## config.mk

```make
export PLATFORM = sky130hd
export DESIGN_NAME = poly1305_blkfmt
export DESIGN_NICKNAME = d
export VERILOG_FILES = /design/src/rtl/poly1305_blkfmt.sv
export SDC_FILE = /design/constraint.sdc
export NUM_CORES = 1
export LEC_CHECK = 0
export ABC_AREA = 1
export BUFFER_PORTS_ARGS = -buffer_cell sky130_fd_sc_hd__clkbuf_2
export CAP_MARGIN = 20
export CORE_ASPECT_RATIO = 1.2
export CORE_MARGIN = 3
export CORE_UTILIZATION = 50
export DETAILED_ROUTE_END_ITERATION = 8
export PLACE_DENSITY_LB_ADDON = 0.2
export SLEW_MARGIN = 20
export SYNTH_ARGS = -nofsm -noshare
export SYNTH_HDL_FRONTEND = slang
export SYNTH_SLANG_ARGS = --single-unit
```

## constraint.sdc

```tcl
create_clock -name clk -period 7.6 [get_ports clk]
set_input_delay 0.76 -clock clk [delete_from_list [all_inputs] [get_ports clk]]
set_output_delay 0.76 -clock clk [all_outputs]
set_load 0.02 [all_outputs]
```

## src/rtl/poly1305_blkfmt.sv

```systemverilog
// Poly1305 stream framer: takes a 32-byte key then message bytes, emits r/s and
// padded 16-byte blocks to a poly1305 core with a load/ready handshake.
module poly1305_blkfmt (
  input  logic         clk,
  input  logic         reset,
  input  logic [7:0]   din,
  input  logic         din_valid,
  input  logic         din_last,
  output logic         din_ready,
  output logic [127:0] r,
  output logic [127:0] s,
  output logic [127:0] m,
  output logic         fb,
  output logic         first,
  output logic         ld,
  input  logic         rdy,
  output logic         last_blk,
  output logic         tag_valid,
  output logic         empty
);

  typedef enum logic [1:0] {KEY, MSG, ISSUE, WAIT} state_e;

  state_e            state_q, state_d;
  logic [4:0]        key_cnt_q, key_cnt_d;
  logic [3:0]        cnt_q, cnt_d;
  logic [15:0][7:0]  r_q, r_d, s_q, s_d, m_q, m_d;
  logic              fb_q, fb_d, first_q, first_d, last_q, last_d;
  logic              tag_q, tag_d, empty_q, empty_d, skip_q, skip_d;
  logic              acc;
  logic [4:0]        pad_idx;

  assign din_ready = reset && (state_q == KEY || state_q == MSG);
  assign acc       = din_valid && din_ready;
  assign ld        = (state_q == ISSUE);
  assign pad_idx   = {1'b0, cnt_q} + 5'd1;

  assign r         = r_q;
  assign s         = s_q;
  assign m         = m_q;
  assign fb        = fb_q;
  assign first     = first_q;
  assign last_blk  = last_q;
  assign tag_valid = tag_q;
  assign empty     = empty_q;

  always_comb begin
    state_d   = state_q;
    key_cnt_d = key_cnt_q;
    cnt_d     = cnt_q;
    r_d       = r_q;
    s_d       = s_q;
    m_d       = m_q;
    fb_d      = fb_q;
    first_d   = first_q;
    last_d    = last_q;
    tag_d     = 1'b0;
    empty_d   = 1'b0;
    skip_d    = skip_q;
    case (state_q)
      KEY: begin
        if (acc) begin
          if (!key_cnt_q[4]) r_d[key_cnt_q[3:0]] = din;
          else               s_d[key_cnt_q[3:0]] = din;
          if (din_last) begin
            // Stream ended before any message byte: zero-length message.
            empty_d   = 1'b1;
            key_cnt_d = 5'd0;
            cnt_d     = 4'd0;
          end else begin
            key_cnt_d = key_cnt_q + 5'd1;
            if (key_cnt_q == 5'd31) begin
              state_d = MSG;
              first_d = 1'b1;
              cnt_d   = 4'd0;
              m_d     = '0;
              fb_d    = 1'b0;
              last_d  = 1'b0;
            end
          end
        end
      end
      MSG: begin
        if (acc) begin
          // Short final block gets 0x01 right after the data, zeros above.
          for (int i = 0; i < 16; i++) begin
            if (4'(i) == cnt_q)
              m_d[i] = din;
            else if (din_last && 5'(i) > {1'b0, cnt_q})
              m_d[i] = (5'(i) == pad_idx) ? 8'h01 : 8'h00;
          end
          cnt_d = cnt_q + 4'd1;
          if (din_last || cnt_q == 4'd15) begin
            state_d = ISSUE;
            fb_d    = (cnt_q == 4'd15);
            last_d  = din_last;
          end
        end
      end
      ISSUE: begin
        state_d = WAIT;
        skip_d  = 1'b1;
      end
      WAIT: begin
        // rdy may still reflect the previous block during the cycle after ld.
        if (skip_q) begin
          skip_d = 1'b0;
        end else if (rdy) begin
          tag_d   = last_q;
          state_d = last_q ? KEY : MSG;
          first_d = 1'b0;
          cnt_d   = 4'd0;
          m_d     = '0;
          fb_d    = 1'b0;
          last_d  = 1'b0;
        end
      end
      default: state_d = KEY;
    endcase
  end

  always_ff @(posedge clk or negedge reset) begin
    if (!reset) begin
      state_q   <= KEY;
      key_cnt_q <= '0;
      cnt_q     <= '0;
      r_q       <= '0;
      s_q       <= '0;
      m_q       <= '0;
      fb_q      <= 1'b0;
      first_q   <= 1'b0;
      last_q    <= 1'b0;
      tag_q     <= 1'b0;
      empty_q   <= 1'b0;
      skip_q    <= 1'b0;
    end else begin
      state_q   <= state_d;
      key_cnt_q <= key_cnt_d;
      cnt_q     <= cnt_d;
      r_q       <= r_d;
      s_q       <= s_d;
      m_q       <= m_d;
      fb_q      <= fb_d;
      first_q   <= first_d;
      last_q    <= last_d;
      tag_q     <= tag_d;
      empty_q   <= empty_d;
      skip_q    <= skip_d;
    end
  end

endmodule

```

==> results.py <==
metrics = {
    "layout": {
        "antenna_cells": 0,
        "layout.cells.non_filler": 2915,
        "nNetsFinal": 2463,
        "drive_above_1_share_pct": 22.11,
        "nFillCells": 3012,
        "area_delta_synth_final_pct": 20.87,
    },
    "die": {
        "coreArea_sq_um": 33520,
        "die_h_microns": 209.4,
        "die-area_sq_um": 36740,
        "die_w_microns": 175.5,
        "ioPinCount": 404,
        "rows": 73,
        "start_util_pct": 51.41,
    },
    "global_route": {
        "grt_max_degree": 149,
        "antenna_found_initial": 1,
        "grt_overflow_total": 0,
        "grt_usage_pct": 28.52,
        "grt_pass1_wl_microns": 82790,
        "first_global_vias": 14760,
    },
    "clock_network": {
        "clock_path_buffers": 3,
        "cts_tree": "yes",
        "clkLatencyLatePin_ns": 0.54,
        "cts.hold.buffers_added": 0,
        "postCtsSetupBuffers": 0,
        "cts_max_level": 2,
        "cts_buffers": 41,
        "cts-root-buf": "clkbuf_16",
        "post_cts_resized": 0,
        "clk_pin_slew_ns": 0.06,
        "cts_sinks": 401,
    },
    "run_status": {
        "status": "finished clean",
    },
    "placement": {
        "finalWeightedCongestion": 0.9613,
        "hpwl_microns": 35910,
        "numPortBuffers": 403,
        "dp_slack_ns": 3.559,
        "numPlacedInstances": 2841,
    },
    "detailed_routing": {
        "drt_iter0_markers": 1292,
        "drcViolationCount": 0,
        "vias": 15560,
        "ant_nets": 0,
        "drt_wl_total_microns": 53800,
        "post_drt_wl_per_cell_microns": 18.46,
        "viasPerCell": 5.339,
        "dr.pass1.iters": 5,
    },
    "sta": {
        "tns_ns": 0,
        "fin_skew_ns": 0.02043,
        "finalHoldViolations": 0,
        "worst_slack_ns": 3.501,
        "finalSetupViolations": 0,
        "worst_pin_slew_ns": 1.113,
        "fmax_mhz": 244.0,
        "period_share_pct": 53.93,
        "relSlewSlack_pct": 25.83,
        "drv_slew": 0,
        "fin_crit_ns": 4.099,
        "rsz0062_at_grt": "false",
    },
    "logic_synthesis": {
        "synth-compound-area-share_pct": 2.302,
        "synth_area_leaders": "dfrtp_1 (58%), nand2_1 (20%), nand3_1 (9.6%)",
        "synth.most_common_cell": "nand2_1",
        "synth_xor_area_share_pct": 0,
        "syn_area_sq_um": 17230,
        "synth_common_cells": "nand2_1 (913), dfrtp_1 (401), nand3_1 (329)",
        "ys_ff_latch": 401,
        "synth_top_family_by_area": "simple AND/OR/NAND/NOR gates",
        "synth_cells": 2059,
        "yosys.area_share.simple_pct": 33.90,
        "ys_warn_count": 0,
        "synth_top_area_cell": "dfrtp_1",
        "synth_top_area_share_pct": 58.23,
        "synth_edf_count": 0,
        "avgSynthCellArea_sq_um": 8.369,
        "synth_flop_cell": "dfrtp_1",
        "async_flop_share_pct": 100.0,
        "seq_area_frac_synth_pct": 58.23,
        "muxShareOfSynthArea_pct": 0,
        "yosys.area_share.adder_pct": 1.162,
        "syn_nets": 2088,
        "ys_types": 22,
    },
    "setup_path": {
        "crit_start": "state_q[1]",
        "reg2reg_depth": 12,
        "worstSetupPathType": "reg2reg",
        "r2r-start": "state_q[1]",
        "crit_family": "simple AND/OR/NAND/NOR gates",
        "cp-end-kind": "flop",
        "cp.required_ns": 8.02,
        "ff2ff_setup_slack_ns": 3.50,
        "regToRegEndpoint": "r[76]",
        "crit_top_cell": "nand2_1",
        "slowest_stage": "ha_1",
        "max_stage_delay_ns": 0.85,
        "crit_fanout": 81,
        "cp-start-kind": "flop",
        "crit_arrival_ns": 4.52,
        "cp_num_cells": 12,
        "crit_end": "r[76]",
        "cp_cell_sequence": "inv_1 -> ha_1 -> nor2_1 -> nor2_2 -> nand2_1 -> inv_2 -> nand2_4 -> nor2_8 -> buf_4 -> nand2_2 -> nand2_1 -> nand2_1",
        "cp_num_buf_inv": 3,
    },
    "power_and_ir_drop": {
        "p_per_area_nw_per_um2": 297.0,
        "p_leak_nw": 12.12,
        "vdd_drop_max_mv": 0.1740,
        "p_total_mw": 6.186,
    },
    "flow_run": {
        "maxCapViolCount": 0,
    },
    "worst_hold_path": {
        "hold_class": "in2async",
    },
}
==> metal layers <==
metal | part of all wire [%] | up-vias | GRT usage, %
li1 | - | 7301 | -
met1 | 39 | 7490 | 35.21
met2 | 50 | 636 | 49.60
met3 | 7.6 | 133 | 5.899
met4 | 3.8 | 2 | 10.49
met5 | 0.024 | - | 0
==> registers in the layout, indices dropped and copies added, names as in the netlist <==
name       count
r            128
first          1
tag_valid      1
last_blk       1
empty          1
s            128
skip_q         1
state_q        2
fb             1
cnt_q          4
m            128
key_cnt_q      5
==> worst reg2reg max path: stages (launching register included) <==
cell,delay [ns]
dfrtp_1,0.41
inv_1,0.12
ha_1,0.85
nor2_1,0.17
nor2_2,0.16
nand2_1,0.11
inv_2,0.09
nand2_4,0.09
nor2_8,0.81
buf_4,0.74
nand2_2,0.27
nand2_1,0.12
nand2_1,0.06
==> how the worst min path moves through the flow <==
stage	end	slack [ns]	cells after the start
6_report	r[49]	0.29	1
5_1_grt	r[49]	0.36	1
4_1_cts	r[49]	0.31	1
3_5_place_dp	m[90]	0.46	2
3_3_place_gp	r[38]	0.45	2
2_1_floorplan	tag_valid	0.45	1
==> cells by family (layout without fill, tap and decap cells) <==
kind of cell	after synthesis	count (layout)
adder cells (fa/ha/maj)	16	16
buffers and inverters	159	565
AO/OA/AOI/OAI	78	78
AND/OR/NAND/NOR	1405	1405
flip-flops	401	401
==> per-stage QoR <==
stage	cell area (sq um)	hold slack (ns)	utilization, %
6_report	20830	0.2902	62.14
5_1_grt	20830	0.3574	62.14
4_1_cts	20830	0.3092	62.13
3_5_place_dp	19500	0.4580	58.18
3_3_place_gp	19500	0.4543	58.18
2_1_floorplan	17230	0.4484	-
==> power breakdown <==
part,leakage [nW],total (mW),switching [mW],internal (mW)
registers,5.52,2.56,0.183,2.37
clock network,0.646,1.98,0.837,1.14
logic,5.95,1.65,1.26,0.390
total,12.1,6.19,2.28,3.90
==> layout by cell type (no fill, tap or decap), drive strengths merged <==
cell	netlist	routed
a21oi	5	5
buf	40	27
bufinv	0	1
clkbuf	56	460
clkinv	2	11
clkinvlp	0	4
dfrtp	401	401
ha	16	16
inv	61	62
nand2	951	951
nand3	329	329
nand4	2	2
nor2	120	120
nor3	3	3
o21ai	70	70
o22ai	2	2
o2bb2ai	1	1
==> cell type report <==
cell class / count / area (sq um) / share of cell area (%)
Inverter: 63 / 236.5 / 1.135
Tap cell: 450 / 563.0 / 2.703
Clock inverter: 15 / 117.6 / 0.5647
Sequential cell: 401 / 10030 / 48.18
Multi-Input combinational cell: 1499 / 6444 / 30.94
Timing Repair Buffer: 428 / 2227 / 10.69
Clock buffer: 59 / 1206 / 5.791
(Power assumes the default switching activity.)
